[config.mk]
export PLATFORM = sky130hd
export DESIGN_NAME = snake_body_streamer
export DESIGN_NICKNAME = d
export VERILOG_FILES = /design/src/rtl/snake_body_streamer.sv
export SDC_FILE = /design/constraint.sdc
export NUM_CORES = 1
export LEC_CHECK = 0
export CORE_AREA = 5 5 166 168
export CTS_CLUSTER_DIAMETER = 50
export DETAILED_ROUTE_END_ITERATION = 7
export DIE_AREA = 0 0 171 173
export PLACE_DENSITY = 0.81
export SLEW_MARGIN = 10
export SYNTH_ARGS = -nofsm -noshare
export SYNTH_HDL_FRONTEND = slang
export SYNTH_SLANG_ARGS = --single-unit
export TNS_END_PERCENT = 1
[constraint.sdc]
create_clock -name clock_25 -period 22.8 [get_ports clock_25]
set_input_delay 2.28 -clock clock_25 [delete_from_list [all_inputs] [get_ports clock_25]]
set_output_delay 2.28 -clock clock_25 [all_outputs]
set_load 0.02 [all_outputs]
[src/rtl/snake_body_streamer.sv]
// Snake position state: head, body array, move/grow/collision FSM.
// Body entries are streamed one per clock to the graphic stage.
module snake_body_streamer #(
  parameter int SNAKE_LENGTH_BIT = 4,
  parameter int SNAKE_LENGTH_MAX = 16,
  parameter int X_MAX            = 123,
  parameter int Y_MAX            = 80,
  parameter int START_X          = 60,
  parameter int START_Y          = 40,
  parameter int START_LENGTH     = 2
) (
  input  logic                        clock_25,
  input  logic                        reset,
  input  logic                        move_tick,
  input  logic [1:0]                  direction,
  input  logic                        grow,
  output logic [6:0]                  snake_head_x,
  output logic [6:0]                  snake_head_y,
  output logic [6:0]                  snake_body_x,
  output logic [6:0]                  snake_body_y,
  output logic [SNAKE_LENGTH_BIT-1:0] body_count,
  output logic [SNAKE_LENGTH_BIT-1:0] snake_length,
  output logic                        busy,
  output logic                        game_over
);

  localparam int DEPTH = SNAKE_LENGTH_MAX - 1;
  localparam logic [SNAKE_LENGTH_BIT-1:0] LAST_IDX =
    SNAKE_LENGTH_BIT'(SNAKE_LENGTH_MAX - 2);
  localparam logic [SNAKE_LENGTH_BIT-1:0] FULL_LEN =
    SNAKE_LENGTH_BIT'(SNAKE_LENGTH_MAX - 1);
  localparam logic [SNAKE_LENGTH_BIT-1:0] INIT_LEN =
    SNAKE_LENGTH_BIT'(START_LENGTH);
  localparam logic [6:0] XM = 7'(X_MAX);
  localparam logic [6:0] YM = 7'(Y_MAX);

  localparam logic [1:0] DIR_UP    = 2'b00;
  localparam logic [1:0] DIR_DOWN  = 2'b01;
  localparam logic [1:0] DIR_RIGHT = 2'b10;
  localparam logic [1:0] DIR_LEFT  = 2'b11;

  typedef enum logic [1:0] {
    IDLE,
    CHECK,
    SHIFT
  } state_t;

  state_t state;

  logic [6:0] body_x [DEPTH];
  logic [6:0] body_y [DEPTH];

  logic [1:0] dir_q;
  logic [1:0] dir_eff;
  logic [6:0] next_x;
  logic [6:0] next_y;
  logic [6:0] nx_q;
  logic [6:0] ny_q;
  logic       grow_q;

  logic [SNAKE_LENGTH_BIT-1:0] scan_k;
  logic [SNAKE_LENGTH_BIT-1:0] tail_idx;
  logic                        occupied;
  logic                        hit;

  // a reversal request would fold the snake onto its neck
  always_comb begin
    dir_eff = direction;
    if (direction[1] == dir_q[1] &&
        direction[0] != dir_q[0])
      dir_eff = dir_q;
  end

  always_comb begin
    next_x = snake_head_x;
    next_y = snake_head_y;
    unique case (dir_eff)
      DIR_UP:
        next_y = (snake_head_y == 7'd0) ?
          YM : snake_head_y - 7'd1;
      DIR_DOWN:
        next_y = (snake_head_y == YM) ?
          7'd0 : snake_head_y + 7'd1;
      DIR_RIGHT:
        next_x = (snake_head_x == XM) ?
          7'd0 : snake_head_x + 7'd1;
      DIR_LEFT:
        next_x = (snake_head_x == 7'd0) ?
          XM : snake_head_x - 7'd1;
      default: ;
    endcase
  end

  // the tail cell only stays occupied when the snake grows
  assign tail_idx = snake_length - 1'b1;
  assign occupied = (scan_k < tail_idx) ||
                    (scan_k == tail_idx && grow_q);
  assign hit = occupied &&
               nx_q == body_x[scan_k] &&
               ny_q == body_y[scan_k];

  assign snake_body_x = body_x[body_count];
  assign snake_body_y = body_y[body_count];

  always_ff @(posedge clock_25 or posedge reset) begin
    if (reset) begin
      state        <= IDLE;
      snake_head_x <= 7'(START_X);
      snake_head_y <= 7'(START_Y);
      for (int i = 0; i < DEPTH; i++) begin
        body_x[i] <= 7'(START_X - 1 - i);
        body_y[i] <= 7'(START_Y);
      end
      snake_length <= INIT_LEN;
      body_count   <= '0;
      busy         <= 1'b0;
      game_over    <= 1'b0;
      dir_q        <= DIR_RIGHT;
      nx_q         <= '0;
      ny_q         <= '0;
      grow_q       <= 1'b0;
      scan_k       <= '0;
    end else begin
      body_count <= (body_count == LAST_IDX) ?
        '0 : body_count + 1'b1;
      unique case (state)
        IDLE: begin
          if (move_tick && !game_over) begin
            dir_q  <= dir_eff;
            nx_q   <= next_x;
            ny_q   <= next_y;
            grow_q <= grow &&
                      (snake_length != FULL_LEN);
            scan_k <= '0;
            busy   <= 1'b1;
            state  <= CHECK;
          end
        end
        CHECK: begin
          if (hit) begin
            game_over <= 1'b1;
            busy      <= 1'b0;
            state     <= IDLE;
          end else if (scan_k == LAST_IDX) begin
            state <= SHIFT;
          end else begin
            scan_k <= scan_k + 1'b1;
          end
        end
        SHIFT: begin
          body_x[0] <= snake_head_x;
          body_y[0] <= snake_head_y;
          for (int i = 1; i < DEPTH; i++) begin
            body_x[i] <= body_x[i-1];
            body_y[i] <= body_y[i-1];
          end
          snake_head_x <= nx_q;
          snake_head_y <= ny_q;
          snake_length <= snake_length +
            {{(SNAKE_LENGTH_BIT-1){1'b0}}, grow_q};
          busy  <= 1'b0;
          state <= IDLE;
        end
        default: state <= IDLE;
      endcase
    end
  end

endmodule
Word level (Yosys, flattened, before mapping)
Index checks and enable logic that the tools add are counted.
{"block": "word_totals", "ff_bits": 257, "latch_bits": 0, "ramBits": 0, "romBits": 0, "inputBits": 6, "out_inout_bits": 38, "elab_cells": 125, "mem_count": 0}
{"block": "classes", "n_addsub": 8, "n_mul": 0, "div": 0, "order_cmp": 3, "n_eq_ne": 20, "shift": 0, "mux": 31, "bitwise_logic": 2, "n_reduce_logical": 19}
{"cell": "$bmux W7 S4", "count": 4}
{"cell": "$mux W7", "count": 12}
{"cell": "$pmux W7 S2", "count": 2}
{"cell": "$mux W4", "count": 4}
{"cell": "$add A7 B1 Y7 const B", "count": 2}
{"cell": "$eq A7 B7 Y1", "count": 2}
{"cell": "$eq A7 B7 Y1 const B", "count": 2}
{"cell": "$logic_not A7 Y1", "count": 2}
{"cell": "$sub A7 B1 Y7 const B", "count": 2}
{"cell": "$ge A5 B5 Y1 const B", "count": 2}
{"cell": "$not A4 Y5", "count": 2}
{"cell": "$add A4 B1 Y4 const B", "count": 2}
{"cell": "$eq A4 B4 Y1 const B", "count": 2}
{"cell": "$mux W2", "count": 4}
{"cell": "$ne A2 B2 Y1 const B", "count": 4}
{"cell": "$pmux W4 S2", "count": 1}
{"cell": "$eq A2 B2 Y1 const B", "count": 3}
{"cell": "$logic_and A1 B1 Y1", "count": 6}
{"cell": "$reduce_and A2 Y1", "count": 3}
{"cell": "$add A4 B1 Y4", "count": 1}
{"cell": "$eq A2 B1 Y1 const B", "count": 2}
{"cell": "$eq A4 B4 Y1", "count": 1}
{"cell": "$logic_not A2 Y1", "count": 2}
{"cell": "$lt A4 B4 Y1", "count": 1}
{"cell": "other kinds (14)", "count": 15}

Longest topological paths before layout
{"block": "logic_depth", "ltp_word": 9, "depth_mapped": 14, "depth_no_buf": 13}

Least setup slack after synthesis
Ideal clock, no wire load.
{"block": "synth_path", "path_kind": "register to output", "from": "register body_count[0]", "to": "output port snake_body_x[0]", "t_arrival_ns": 2.375, "t_required_ns": 20.520, "setup_slack_ns": 18.145, "stages_incl_launch_ff": 5, "cell_sequence": "dfrtp_1 -> clkbuf_1 -> buf_1 -> mux4_2 -> mux4_2"}
{"block": "synth_via", "elab_chain_len": 4}
{"item": "start, declared", "line": "21", "rtl": "output logic [SNAKE_LENGTH_BIT-1:0] body_count,"}
{"item": "start signal, assigned", "line": "124", "rtl": "body_count <= (body_count == LAST_IDX) ?"}
{"item": "$not A4 Y5 (implied by the code)", "line": "102", "rtl": "assign snake_body_x = body_x[body_count];"}
{"item": "$bmux W7 S4", "line": "102"}
{"item": "$mux W7 (implied by the code) (2 in series)", "line": "102"}
{"item": "end, declared", "line": "19", "rtl": "output logic [6:0] snake_body_x,"}
Every way passes these cells. The select of a mux whose other input is x is not followed.

Final worst setup path
{"block": "layout_path", "from": "register body_count[0]", "to": "output port snake_body_y[2]"}
{"block": "layout_via", "elab_chain_len": 4}
{"item": "$not A4 Y5 (implied by the code)", "line": "103", "rtl": "assign snake_body_y = body_y[body_count];"}
{"item": "$bmux W7 S4", "line": "103"}
{"item": "$mux W7 (implied by the code) (2 in series)", "line": "103"}
{"item": "end, declared", "line": "20", "rtl": "output logic [6:0] snake_body_y,"}
Every way passes these cells. The select of a mux whose other input is x is not followed.

==> out/results.txt <==
Status: finished clean
Unrepaired setup endpoints after global routing: false
# IOs: 44
Level count of the clock H-tree: 1
Slowest CP cell: dfrtp_4
Worst IR Drop VDD: 79.5 uV
Max_slew headroom: 0.206
Reg-to-reg critical path endpoint: scan_k[2]
Row count: 59
WL final: 32.3 mm
Worst R2R Start: scan_k[1]
Diodes inserted: 0
CTS clk-pin slew, worst paths: 0.06 ns
Die Y-Extent: 173 um
Clock tree buffer depth: 3
Area contributors post-synth: dfrtp_1, mux2_2, dfstp_2, mux4_2, mux2i_1
Largest fanout on the critical path: 41
HPWL Detailed: 20.7 mm
DRC: 0
Sink Count: 257
Final core utilization: 0.628
CP dominant cell by count: mux4_2
Setup TNS: 0 ns
Hold Path Class: reg2reg
Synth area leader: dfrtp_1
Hold-critical path depth: 2
Pin count of the biggest net entering global routing: 113
Final period util: 0.255
Syn_nets: 1141
Antenna viol nets, final: 0
First-pass GRT wire length: 53.0 mm
Nets: 1147
Overall die area: 29600 sq um
Cell Area, Synth: 14400 sq um
Layout cells sized above 1: 0.416
Worst Tran Pin Value: 1.19 ns
Core Region: 25800 sq um
GRT Residual Overflow: 0
Hold Crit Endpoint: dir_q[1]
Max Transition Viols Final: 0
Most frequent cell after synthesis: mux2_2
Worst reg2reg setup slack: 18.34 ns
Area share of the largest cell type after synthesis: 0.281
Clock skew: 0.0184 ns
Avg WL per Cell: 21.8 um
Synth Flop Type: dfrtp_1
Count of cell types in the netlist: 67
Path depth of the worst reg2reg path: 9
Layout area overhead: 11.9%
Peak Freq: 172 MHz
Average size of a mapped cell: 12.9 sq um
Root buf cell: clkbuf_16
TritonCTS clock tree: built
Syn Inst Count: 1117
Clock Latency Late Sink: 0.54 ns
# hold bufs at CTS: 0
Seq/Total Area, Yosys: 0.454
Final min period: 5.80 ns
First-pass iteration count of the detailed router: 5
IO Port Bufs: 43
Vias in the first global route: 9474
Yosys reg bits: 257
Routed vias/inst: 6.38
Final Hold Viols: 0
Crit-path cells: buf_4, mux4_2, mux4_2, clkdlybuf4s50_1
Crit Path Class: reg2out
Async SR Flop Fraction: 1.00
Initial core utilization: 0.561
Critical path data arrival time: 3.52 ns
CTS Buf Count: 31
Total GRT Usage: 0.218
Warning count from the yosys run: 0
Hold wc startpoint: dir_q[1]
Drt initial violations: 1113
Slowest Stage Delay on Critical Path: 0.65 ns
Vias: 9462
Commonest cells post-synth: mux2_2, dfrtp_1, dfstp_2
Final setup violation count: 0
Die width: 171 um
Leakage: 0.00659 uW
Power density over cell area: 86.8 nW/um^2
Worst setup EP type: output port
GP Congestion: 0.823
CP required: 20.52 ns
Max-cap violations: 0
Post-CTS Resized: 0
Startpoint Class: flip-flop
Number of flops mapped to enable cells by yosys: 0
Initial antenna violation count: 0
Postcts setup bufs: 0
-- cells in the final DEF (no fill, tap or decap), types with 5 or more instances in the layout --
| master | count |
|---|---|
| bufinv_16 | 6 |
| nor3_1 | 12 |
| dfrtp_1 | 158 |
| a221oi_1 | 8 |
| nand3_1 | 13 |
| buf_4 | 15 |
| a31oi_1 | 7 |
| clkbuf_8 | 5 |
| and3_1 | 7 |
| a21o_1 | 5 |
| ha_1 | 17 |
| nand2_1 | 72 |
| a22oi_1 | 10 |
| mux4_2 | 80 |
| nand3b_1 | 5 |
| mux2_2 | 222 |
| nor4_1 | 7 |
| o21ai_0 | 46 |
| xnor2_1 | 17 |
| clkbuf_16 | 32 |
| xor2_1 | 14 |
| nor2_1 | 25 |
| nand2b_1 | 6 |
| mux2i_1 | 76 |
| clkbuf_1 | 5 |
| nor2b_1 | 11 |
| inv_1 | 20 |
| dfstp_2 | 95 |
| clkdlybuf4s50_1 | 43 |
| a21oi_1 | 26 |
| nand4_1 | 5 |
-- how the worst max path moves through the flow --
stage	from	to	cells past startpoint
4_1_cts	body_count[0]	snake_body_y[2]	4
6_report	body_count[0]	snake_body_y[2]	4
3_5_place_dp	body_count[0]	snake_body_y[3]	4
3_3_place_gp	body_count[0]	snake_body_y[2]	4
2_1_floorplan	reset	body_count[0]	1
5_1_grt	body_count[0]	snake_body_y[2]	4
-- final cells by class --
class                      instances  area, sq um
tap                              335          419
inverter                          21         86.3
clock inverter                    15          249
timing repair buffer              58          543
fill                            1863         9600
multi-input combinational        754         7420
sequential                       257         6560
clock buffer                      42          888
-- routing by layer --
| layer | wire length [um] | vias up | global-route usage |
|---|---|---|---|
| met2 | 15300 | 333 | 0.331 |
| li1 | - | 4219 | - |
| met1 | 14400 | 4855 | 0.333 |
| met4 | 605 | 0 | 0.0502 |
| met3 | 1970 | 55 | 0.0342 |
| met5 | 0 | - | 0 |
-- per-stage QoR --
step / instances / cell area (sq um) / hold slack [ns] / setup WS [ns] / power (uW)
3_3_place_gp: 1425 / 15000 / 0.453 / 17.56 / 861
2_1_floorplan: 1117 / 14400 / 0.446 / 13.61 / 779
6_report: 1482 / 16200 / 0.465 / 17.00 / 1400
5_1_grt: 1482 / 16200 / 0.491 / 16.81 / 1460
4_1_cts: 1482 / 16200 / 0.467 / 16.93 / 1410
3_5_place_dp: 1425 / 15000 / 0.458 / 17.51 / 867
-- critical path: cells and delay by family, from the launching register on --
kind	cells	cell delay, ns
buffers and inverters	2	1.17
DFF	1	0.65
muxes	2	1.10
-- registers in the layout, indices dropped and copies added, names as in the netlist --
| signal | count |
|---|---|
| scan_k | 4 |
| nx_q | 7 |
| body_y | 105 |
| snake_length | 4 |
| snake_head_x | 7 |
| snake_head_y | 7 |
| ny_q | 7 |
| busy | 1 |
| dir_q | 2 |
| game_over | 1 |
| body_x | 105 |
| grow_q | 1 |
| body_count | 4 |
| state | 2 |
-- report_power, final --
part / total (uW) / switching (uW) / internal [uW]
Combinational: 339 / 199 / 140
Sequential: 527 / 46.2 / 481
Clock: 537 / 196 / 341
-- kinds of logic after synthesis --
group,count (synthesis),synth area share
mux,378,0.351
buf+inv,106,0.0335
compound gates,149,0.0685
flops,257,0.454
simple gates,178,0.0595
fa+ha+maj,18,0.0156
xor+xnor,31,0.0188
No activity file was read; power rests on OpenSTA's default activity.
